<file path="config.mk">
export PLATFORM = sky130hd
export DESIGN_NAME = riscboy_ppu_sprite_agu_rr
export DESIGN_NICKNAME = d
export VERILOG_FILES = /design/src/rtl/riscboy_ppu_sprite_agu_rr.sv
export SDC_FILE = /design/constraint.sdc
export NUM_CORES = 1
export LEC_CHECK = 0
export ABC_AREA = 1
export CORE_AREA = 2 2 181 183
export DETAILED_ROUTE_END_ITERATION = 12
export DIE_AREA = 0 0 183 185
export GPL_ROUTABILITY_DRIVEN = 0
export PLACE_DENSITY = 0.68
export SETUP_SLACK_MARGIN = 0.2
export SYNTH_ARGS = -nofsm -noshare
export SYNTH_HDL_FRONTEND = slang
export SYNTH_SLANG_ARGS = --single-unit
</file>
<file path="constraint.sdc">
create_clock -name clk -period 7.5 [get_ports clk]
set_clock_uncertainty 0.05 [all_clocks]
set_input_delay 1.125 -clock clk [delete_from_list [all_inputs] [get_ports clk]]
set_output_delay 1.125 -clock clk [all_outputs]
set_load 0.1 [all_outputs]
</file>
<file path="src/rtl/riscboy_ppu_sprite_agu_rr.sv">
// Sprite address-generation unit: round-robin coordinate queries and pixel fetches
// for N_SPRITE sprite pipelines, with per-sprite tile size and X/Y flip.
module riscboy_ppu_sprite_agu_rr #(
  parameter int                W_DATA     = 32,
  parameter int                W_ADDR     = 32,
  parameter int                W_COORD    = 9,
  parameter int                N_SPRITE   = 8,
  parameter logic [W_ADDR-1:0] ADDR_MASK  = '1,
  parameter int                W_SHIFTCTR = $clog2(W_DATA)
) (
  input  logic                    clk,
  input  logic                    rst_n,
  input  logic [W_COORD-1:0]      beam_x,
  input  logic [W_COORD-1:0]      beam_y,
  input  logic [N_SPRITE*W_COORD-1:0] cfg_sprite_pos_x,
  input  logic [N_SPRITE*W_COORD-1:0] cfg_sprite_pos_y,
  input  logic [N_SPRITE*8-1:0]   cfg_sprite_tile,
  input  logic [N_SPRITE-1:0]     cfg_sprite_tilesize,
  input  logic [N_SPRITE*2-1:0]   cfg_sprite_flip,
  input  logic [23:0]             cfg_sprite_tsbase,
  input  logic [2:0]              cfg_sprite_pixmode,
  input  logic [N_SPRITE-1:0]     sprite_req,
  output logic [N_SPRITE-1:0]     sprite_ack,
  output logic                    sprite_active,
  output logic [W_COORD-1:0]      sprite_x_count,
  output logic                    sprite_must_seek,
  output logic [W_SHIFTCTR-1:0]   sprite_shift_seek_target,
  input  logic [N_SPRITE-1:0]     sprite_bus_vld,
  output logic [N_SPRITE-1:0]     sprite_bus_rdy,
  input  logic [N_SPRITE*5-1:0]   sprite_bus_postcount,
  output logic [W_DATA-1:0]       sprite_bus_data,
  output logic                    bus_vld,
  output logic [W_ADDR-1:0]       bus_addr,
  output logic [1:0]              bus_size,
  input  logic                    bus_rdy,
  input  logic [W_DATA-1:0]       bus_data
);

  localparam int W_IDX = $clog2(N_SPRITE);
  localparam logic [W_ADDR-1:0] ALIGN_MASK = ~W_ADDR'(W_DATA / 8 - 1);

  typedef enum logic {IDLE, REQ} fetch_state_t;

  // Lowest eligible index at or after ptr, wrapping; MSB of the result flags a grant.
  function automatic logic [W_IDX:0] rr_pick(input logic [N_SPRITE-1:0] elig,
                                             input logic [W_IDX-1:0]    ptr);
    logic [W_IDX:0] r;
    int j;
    r = '0;
    for (int i = N_SPRITE - 1; i >= 0; i--) begin
      j = int'(ptr) + i;
      if (j >= N_SPRITE) j = j - N_SPRITE;
      if (elig[j]) r = {1'b1, W_IDX'(j)};
    end
    return r;
  endfunction

  function automatic logic [W_IDX-1:0] ptr_after(input logic [W_IDX-1:0] idx);
    return (int'(idx) == N_SPRITE - 1) ? '0 : idx + 1'b1;
  endfunction

  function automatic logic [2:0] mode_log_pixsize(input logic [2:0] mode);
    case (mode)
      3'd0:    return 3'd4; // ARGB1555
      3'd1:    return 3'd3; // PAL8
      3'd2:    return 3'd2; // PAL4
      default: return 3'd0; // PAL1
    endcase
  endfunction

  logic [2:0] log_pix;
  assign log_pix  = mode_log_pixsize(cfg_sprite_pixmode);
  assign bus_size = 2'($clog2(W_DATA / 8));

  // ---------------- Coordinate port ----------------
  logic [W_IDX-1:0]   ptr_c;
  logic [W_IDX:0]     c_pick;
  logic               c_grant;
  logic [W_IDX-1:0]   c_idx;
  logic [W_COORD-1:0] c_pos_x, c_pos_y;
  logic               c_ts16;
  logic [W_COORD:0]   c_ts, bx, by, px, py;
  logic               c_active, c_must_seek;
  logic [W_COORD-1:0] c_x_count;
  logic [W_SHIFTCTR-1:0] c_seek;

  assign c_pick  = rr_pick(sprite_req & ~sprite_ack, ptr_c);
  assign c_grant = c_pick[W_IDX];
  assign c_idx   = c_pick[W_IDX-1:0];
  assign c_pos_x = cfg_sprite_pos_x[c_idx*W_COORD +: W_COORD];
  assign c_pos_y = cfg_sprite_pos_y[c_idx*W_COORD +: W_COORD];
  assign c_ts16  = cfg_sprite_tilesize[c_idx];

  // Compare one bit wider than the coordinates so beam + tile size cannot wrap.
  assign c_ts = c_ts16 ? (W_COORD+1)'(16) : (W_COORD+1)'(8);
  assign bx   = {1'b0, beam_x};
  assign by   = {1'b0, beam_y};
  assign px   = {1'b0, c_pos_x};
  assign py   = {1'b0, c_pos_y};

  assign c_active    = (by < py) && (by + c_ts >= py) && (bx < px);
  assign c_x_count   = (bx < px) ? c_pos_x - beam_x : '0;
  assign c_must_seek = (bx + c_ts >= px);
  assign c_seek      = (W_SHIFTCTR'(c_ts16 ? 5'd16 : 5'd8) - W_SHIFTCTR'(c_x_count[4:0])) << log_pix;

  // NOTE: sequential state uses non-blocking assignments so every register samples
  // pre-edge values regardless of process ordering.
  always_ff @(posedge clk or negedge rst_n) begin
    if (!rst_n) begin
      ptr_c                    <= '0;
      sprite_ack               <= '0;
      sprite_active            <= 1'b0;
      sprite_x_count           <= '0;
      sprite_must_seek         <= 1'b0;
      sprite_shift_seek_target <= '0;
    end else begin
      sprite_ack <= '0;
      if (c_grant) begin
        ptr_c                    <= ptr_after(c_idx);
        sprite_ack               <= N_SPRITE'(1) << c_idx;
        sprite_active            <= c_active;
        sprite_x_count           <= c_x_count;
        sprite_must_seek         <= c_must_seek;
        sprite_shift_seek_target <= c_seek;
      end
    end
  end

  // ---------------- Fetch port ----------------
  fetch_state_t       state, state_next;
  logic [N_SPRITE-1:0] grant_oh;
  logic [W_IDX-1:0]   ptr_b;
  logic [W_IDX:0]     b_pick;
  logic               b_grant, b_load;
  logic [W_IDX-1:0]   b_idx;
  logic               b_ts16;
  logic [1:0]         b_flip;
  logic [3:0]         b_u, b_v;
  logic [15:0]        b_tidx;
  logic [31:0]        b_byte_addr;
  logic [W_ADDR-1:0]  b_addr;

  assign bus_vld         = (state == REQ);
  assign sprite_bus_rdy  = bus_vld ? grant_oh & {N_SPRITE{bus_rdy}} : '0;
  assign sprite_bus_data = bus_data;

  assign b_pick  = rr_pick(sprite_bus_vld & ~sprite_bus_rdy, ptr_b);
  assign b_grant = b_pick[W_IDX];
  assign b_idx   = b_pick[W_IDX-1:0];
  assign b_ts16  = cfg_sprite_tilesize[b_idx];
  assign b_flip  = cfg_sprite_flip[b_idx*2 +: 2];

  always_comb begin
    b_v = 4'(beam_y - cfg_sprite_pos_y[b_idx*W_COORD +: W_COORD]);
    b_u = 4'(5'd0 - sprite_bus_postcount[b_idx*5 +: 5]);
    if (!b_ts16) begin
      b_u[3] = 1'b0;
      b_v[3] = 1'b0;
    end
    if (b_flip[0]) b_u = ~b_u & (b_ts16 ? 4'hf : 4'h7);
    if (b_flip[1]) b_v = ~b_v & (b_ts16 ? 4'hf : 4'h7);
    b_tidx = b_ts16 ? {cfg_sprite_tile[b_idx*8 +: 8], b_v, b_u}
                    : {2'b00, cfg_sprite_tile[b_idx*8 +: 8], b_v[2:0], b_u[2:0]};
    b_byte_addr = {cfg_sprite_tsbase, 8'h00} | 32'((20'(b_tidx) << log_pix) >> 3);
  end

  assign b_addr = W_ADDR'(b_byte_addr) & ALIGN_MASK & ADDR_MASK;

  // NOTE: every signal driven here gets a default first, so no path infers a latch.
  always_comb begin
    state_next = state;
    b_load     = 1'b0;
    case (state)
      IDLE: if (b_grant) begin
        state_next = REQ;
        b_load     = 1'b1;
      end
      REQ: if (bus_rdy) begin
        if (b_grant) b_load = 1'b1;
        else         state_next = IDLE;
      end
      default: state_next = IDLE;
    endcase
  end

  always_ff @(posedge clk or negedge rst_n) begin
    if (!rst_n) state <= IDLE;
    else        state <= state_next;
  end

  // Address and grant are frozen while a request is outstanding.
  always_ff @(posedge clk or negedge rst_n) begin
    if (!rst_n) begin
      grant_oh <= '0;
      bus_addr <= '0;
      ptr_b    <= '0;
    end else if (b_load) begin
      grant_oh <= N_SPRITE'(1) << b_idx;
      bus_addr <= b_addr;
      ptr_b    <= ptr_after(b_idx);
    end
  end

endmodule

</file>
==> results_dict.tcl <==
set metrics [dict create \
    finalWorstSetupSlack_ns 0.857 \
    cts_sinks 69 \
    status "complete, no violations" \
    min_period_ns 6.64 \
    grt_first_pass_wirelength_um 59000 \
    ys.flop_type "dfrtp_1" \
    wire_per_inst_um 16.1 \
    critPathSlowestCell "clkdlybuf4s50_1" \
    postLayoutCoreUtil_pct 43.1 \
    fmax_mhz 151 \
    finalNetCount 2381 \
    max_slew_margin_pct 30.0 \
    numCtsBuffers 9 \
    hold_viol_final 0 \
    wl_um 38100 \
    yosysSeqAreaShare_pct 17.9 \
    setup_violations 0 \
    synth-seq-cells 69 \
    fin_hold_ws_ns 0.428 \
    worst_setup_path_end_kind "flop" \
    setup_tns_ns 0 \
    clockBufferDepth 2 \
    crit_type "primary input to flop" \
    antennaDiodeCount 0 \
    final_max_slew_viol_count 0 \
    grt_usage_pct 22.0 \
    overflow 0 \
    syn2layout_area_growth_pct 43.0 \
    drive_gt1_share_pct 4.35 \
    root_buffer "clkbuf_16" \
    maxCapViolCount 0 \
    clkTransAtPathRegs_ns 0.06 \
    cts_setup_buffers 0 \
    die-area_um2 33900 \
    viasPerCell 4.92 \
    ant_nets 0 \
    dp.final_hpwl_um 30800 \
    die-width_um 183 \
    grt_max_degree 70 \
    critPathMaxFanout 63 \
    whs_path_depth 2 \
    rr_startpoint "ptr_c[1]" \
    drt_drc_violations_left 0 \
    n_fill_cell 3349 \
    syn_avg_cell_area_um2 5.87 \
    io_buffers 390 \
    initialDrtViolationCount 747 \
    hold_path.class "flop to flop" \
    crit_top_cell "nand2_1" \
    crit_arrival_ns 6.80 \
    antenna_found_initial 0 \
    design.core.area_um2 32000 \
    post-route-period-util_pct 88.6 \
    postSynthCellCount 1645 \
    clock_latency_ns 0.33 \
    syn_area_um2 9650 \
    reg2reg_to "sprite_shift_seek_target[4]" \
    reg2reg_depth 35 \
    synth_edf_count 0 \
    start_util_pct 30.1 \
    min_from "bus_addr[20]" \
    required_ns 7.66 \
    post-place-ws_ns 0.247 \
    crit_path_max_incr_delay_ns 0.45 \
    tritoncts "yes" \
    rrSetupSlack_ns 1.01 \
    rsz0062_at_grt "no" \
    htreeDepth 3 \
    tightest_slew_ns 1.05 \
    yosysUniqueCellTypes 54 \
    rows 66 \
    vias 11616 \
    dr.pass1.iters 6 \
    grt_pass1_vias 11158 \
    holdPathEnd "bus_addr[20]" \
    floorplan.die.height_um 185 \
    ys_async_sr_fraction_pct 100 \
    io_pins 467 \
    critPathLaunchType "primary input" \
    ys_warn_count 0 \
]
[Yosys cell counts (2+ instances only)]
| master | count | area (um2) |
|---|---|---|
| o211ai_1 | 4 | 30.0 |
| buf_6 | 10 | 113 |
| a21oi_1 | 52 | 260 |
| ha_1 | 59 | 738 |
| or2_2 | 7 | 43.8 |
| nand4_1 | 18 | 113 |
| conb_1 | 2 | 7.51 |
| buf_1 | 6 | 22.5 |
| nand3_2 | 12 | 120 |
| o21bai_1 | 2 | 15.0 |
| nor3_1 | 11 | 55.1 |
| nor4_1 | 2 | 12.5 |
| o31ai_1 | 11 | 82.6 |
| xor2_1 | 12 | 105 |
| o21ai_0 | 118 | 591 |
| xnor2_1 | 11 | 96.3 |
| nand2_4 | 4 | 45.0 |
| and2_1 | 6 | 37.5 |
| a32o_1 | 3 | 30.0 |
| fa_1 | 4 | 80.1 |
| inv_2 | 8 | 30.0 |
| dfrtp_1 | 69 | 1730 |
| o2111ai_1 | 2 | 17.5 |
| a21o_1 | 2 | 15.0 |
| nand3_1 | 229 | 1150 |
| inv_1 | 174 | 653 |
| o21a_1 | 2 | 15.0 |
| buf_4 | 45 | 338 |
| nand2_1 | 580 | 2180 |
| nor2_1 | 73 | 274 |
| o221ai_1 | 10 | 87.6 |
| buf_2 | 22 | 110 |
| nand2_2 | 11 | 68.8 |
| o21ai_1 | 6 | 30.0 |
| nand3b_1 | 6 | 45.0 |
| a31oi_1 | 4 | 25.0 |
| clkbuf_1 | 31 | 116 |
[kinds of logic (layout without fill, tap and decap cells)]
group	count (synthesis)	count (layout)	synth area share, %
simple gates	962	962	43.2
buf+inv	300	608	14.8
compound gates	226	226	13.4
flops	69	69	17.9
fa+ha+maj	63	63	8.48
xor+xnor	23	23	2.09
other cells	2	4	0.0778
[repair_timing]
item	4_1_cts	5_1_grt
resized for setup	0	5
setup endpoints to repair	0	1
hold buffers	0	0
[metal layers]
metal | track usage (%) | up-vias | routed length (um) | share of wire (%)
met5 | 0 | - | 0 | 0
met4 | 5.73 | 0 | 970 | 2.5
met3 | 4.11 | 48 | 2300 | 6.0
met2 | 41.9 | 429 | 19700 | 52
met1 | 25.1 | 5238 | 15200 | 40
li1 | - | 5901 | - | -
[cell usage in the layout (no fill, tap or decap), types with 2 or more instances in the layout]
cell,instances
o21ai_1,6
nand3_1,229
a32o_1,3
buf_12,2
clkbuf_16,9
nand2_4,4
nand2_1,580
conb_1,4
clkinvlp_4,2
dfrtp_1,69
nand3b_1,6
nand4_1,18
nand2_2,11
a21oi_1,52
buf_4,16
nor2_1,73
fa_1,4
xnor2_1,10
o2111ai_1,2
inv_1,173
or2_2,7
inv_2,8
inv_6,3
o31ai_1,11
nor4_1,2
ha_1,59
nand3_2,12
and2_1,6
o221ai_1,10
o21bai_1,2
a31oi_1,4
nor3_1,11
o21a_1,2
o21ai_0,117
o211ai_1,4
clkdlybuf4s50_1,389
a21o_1,2
xor2_1,12
[metrics by stage]
step                      area, um2  std cells
after detailed placement      13500       2347
final                         13800       2363
after CTS                     13800       2363
after global placement        13500       2347
after floorplan                9660       1647
after global routing          13800       2363
[registers in the layout, summed over array words and instances, names as in the netlist]
register	flops
bus_addr	30
sprite_x_count	9
grant_oh	8
sprite_ack	8
sprite_shift_seek_target	5
ptr_b	3
ptr_c	3
bus_vld	1
sprite_active	1
sprite_must_seek	1
[worst max-delay path: cells and delay by family]
family	cells	cell delay, ns
compound gates	9	1.46
xor+xnor	1	0.21
simple gates	20	2.27
buf+inv	5	0.95
fa+ha+maj	2	0.72
[cell type report]
type	instances	area [um2]	share of cell area [%]
inverters	184	698	5.06
clock buffers	10	229	1.66
clock inverters	6	46.3	0.336
multi-input cells	1278	6520	47.2
well taps	408	510	3.70
flip-flops and latches	69	1730	12.5
repair buffers	408	4070	29.5
[worst max-delay path by stage]
| stage | startpoint | endpoint | slack, ns | cells past startpoint |
|---|---|---|---|---|
| after floorplan | sprite_req[5] | sprite_shift_seek_target[4] | 1.94 | 38 |
| after global placement | sprite_req[1] | sprite_shift_seek_target[4] | 0.35 | 38 |
| after detailed placement | sprite_req[1] | sprite_shift_seek_target[4] | 0.25 | 37 |
| after CTS | sprite_req[1] | sprite_shift_seek_target[4] | 0.57 | 37 |
| after global routing | sprite_req[5] | sprite_shift_seek_target[4] | 0.29 | 39 |
| final | sprite_req[1] | sprite_shift_seek_target[4] | 0.86 | 37 |
Power is not shown: default switching activity piles up to over one toggle a cycle in this logic, so the estimate is an artifact.
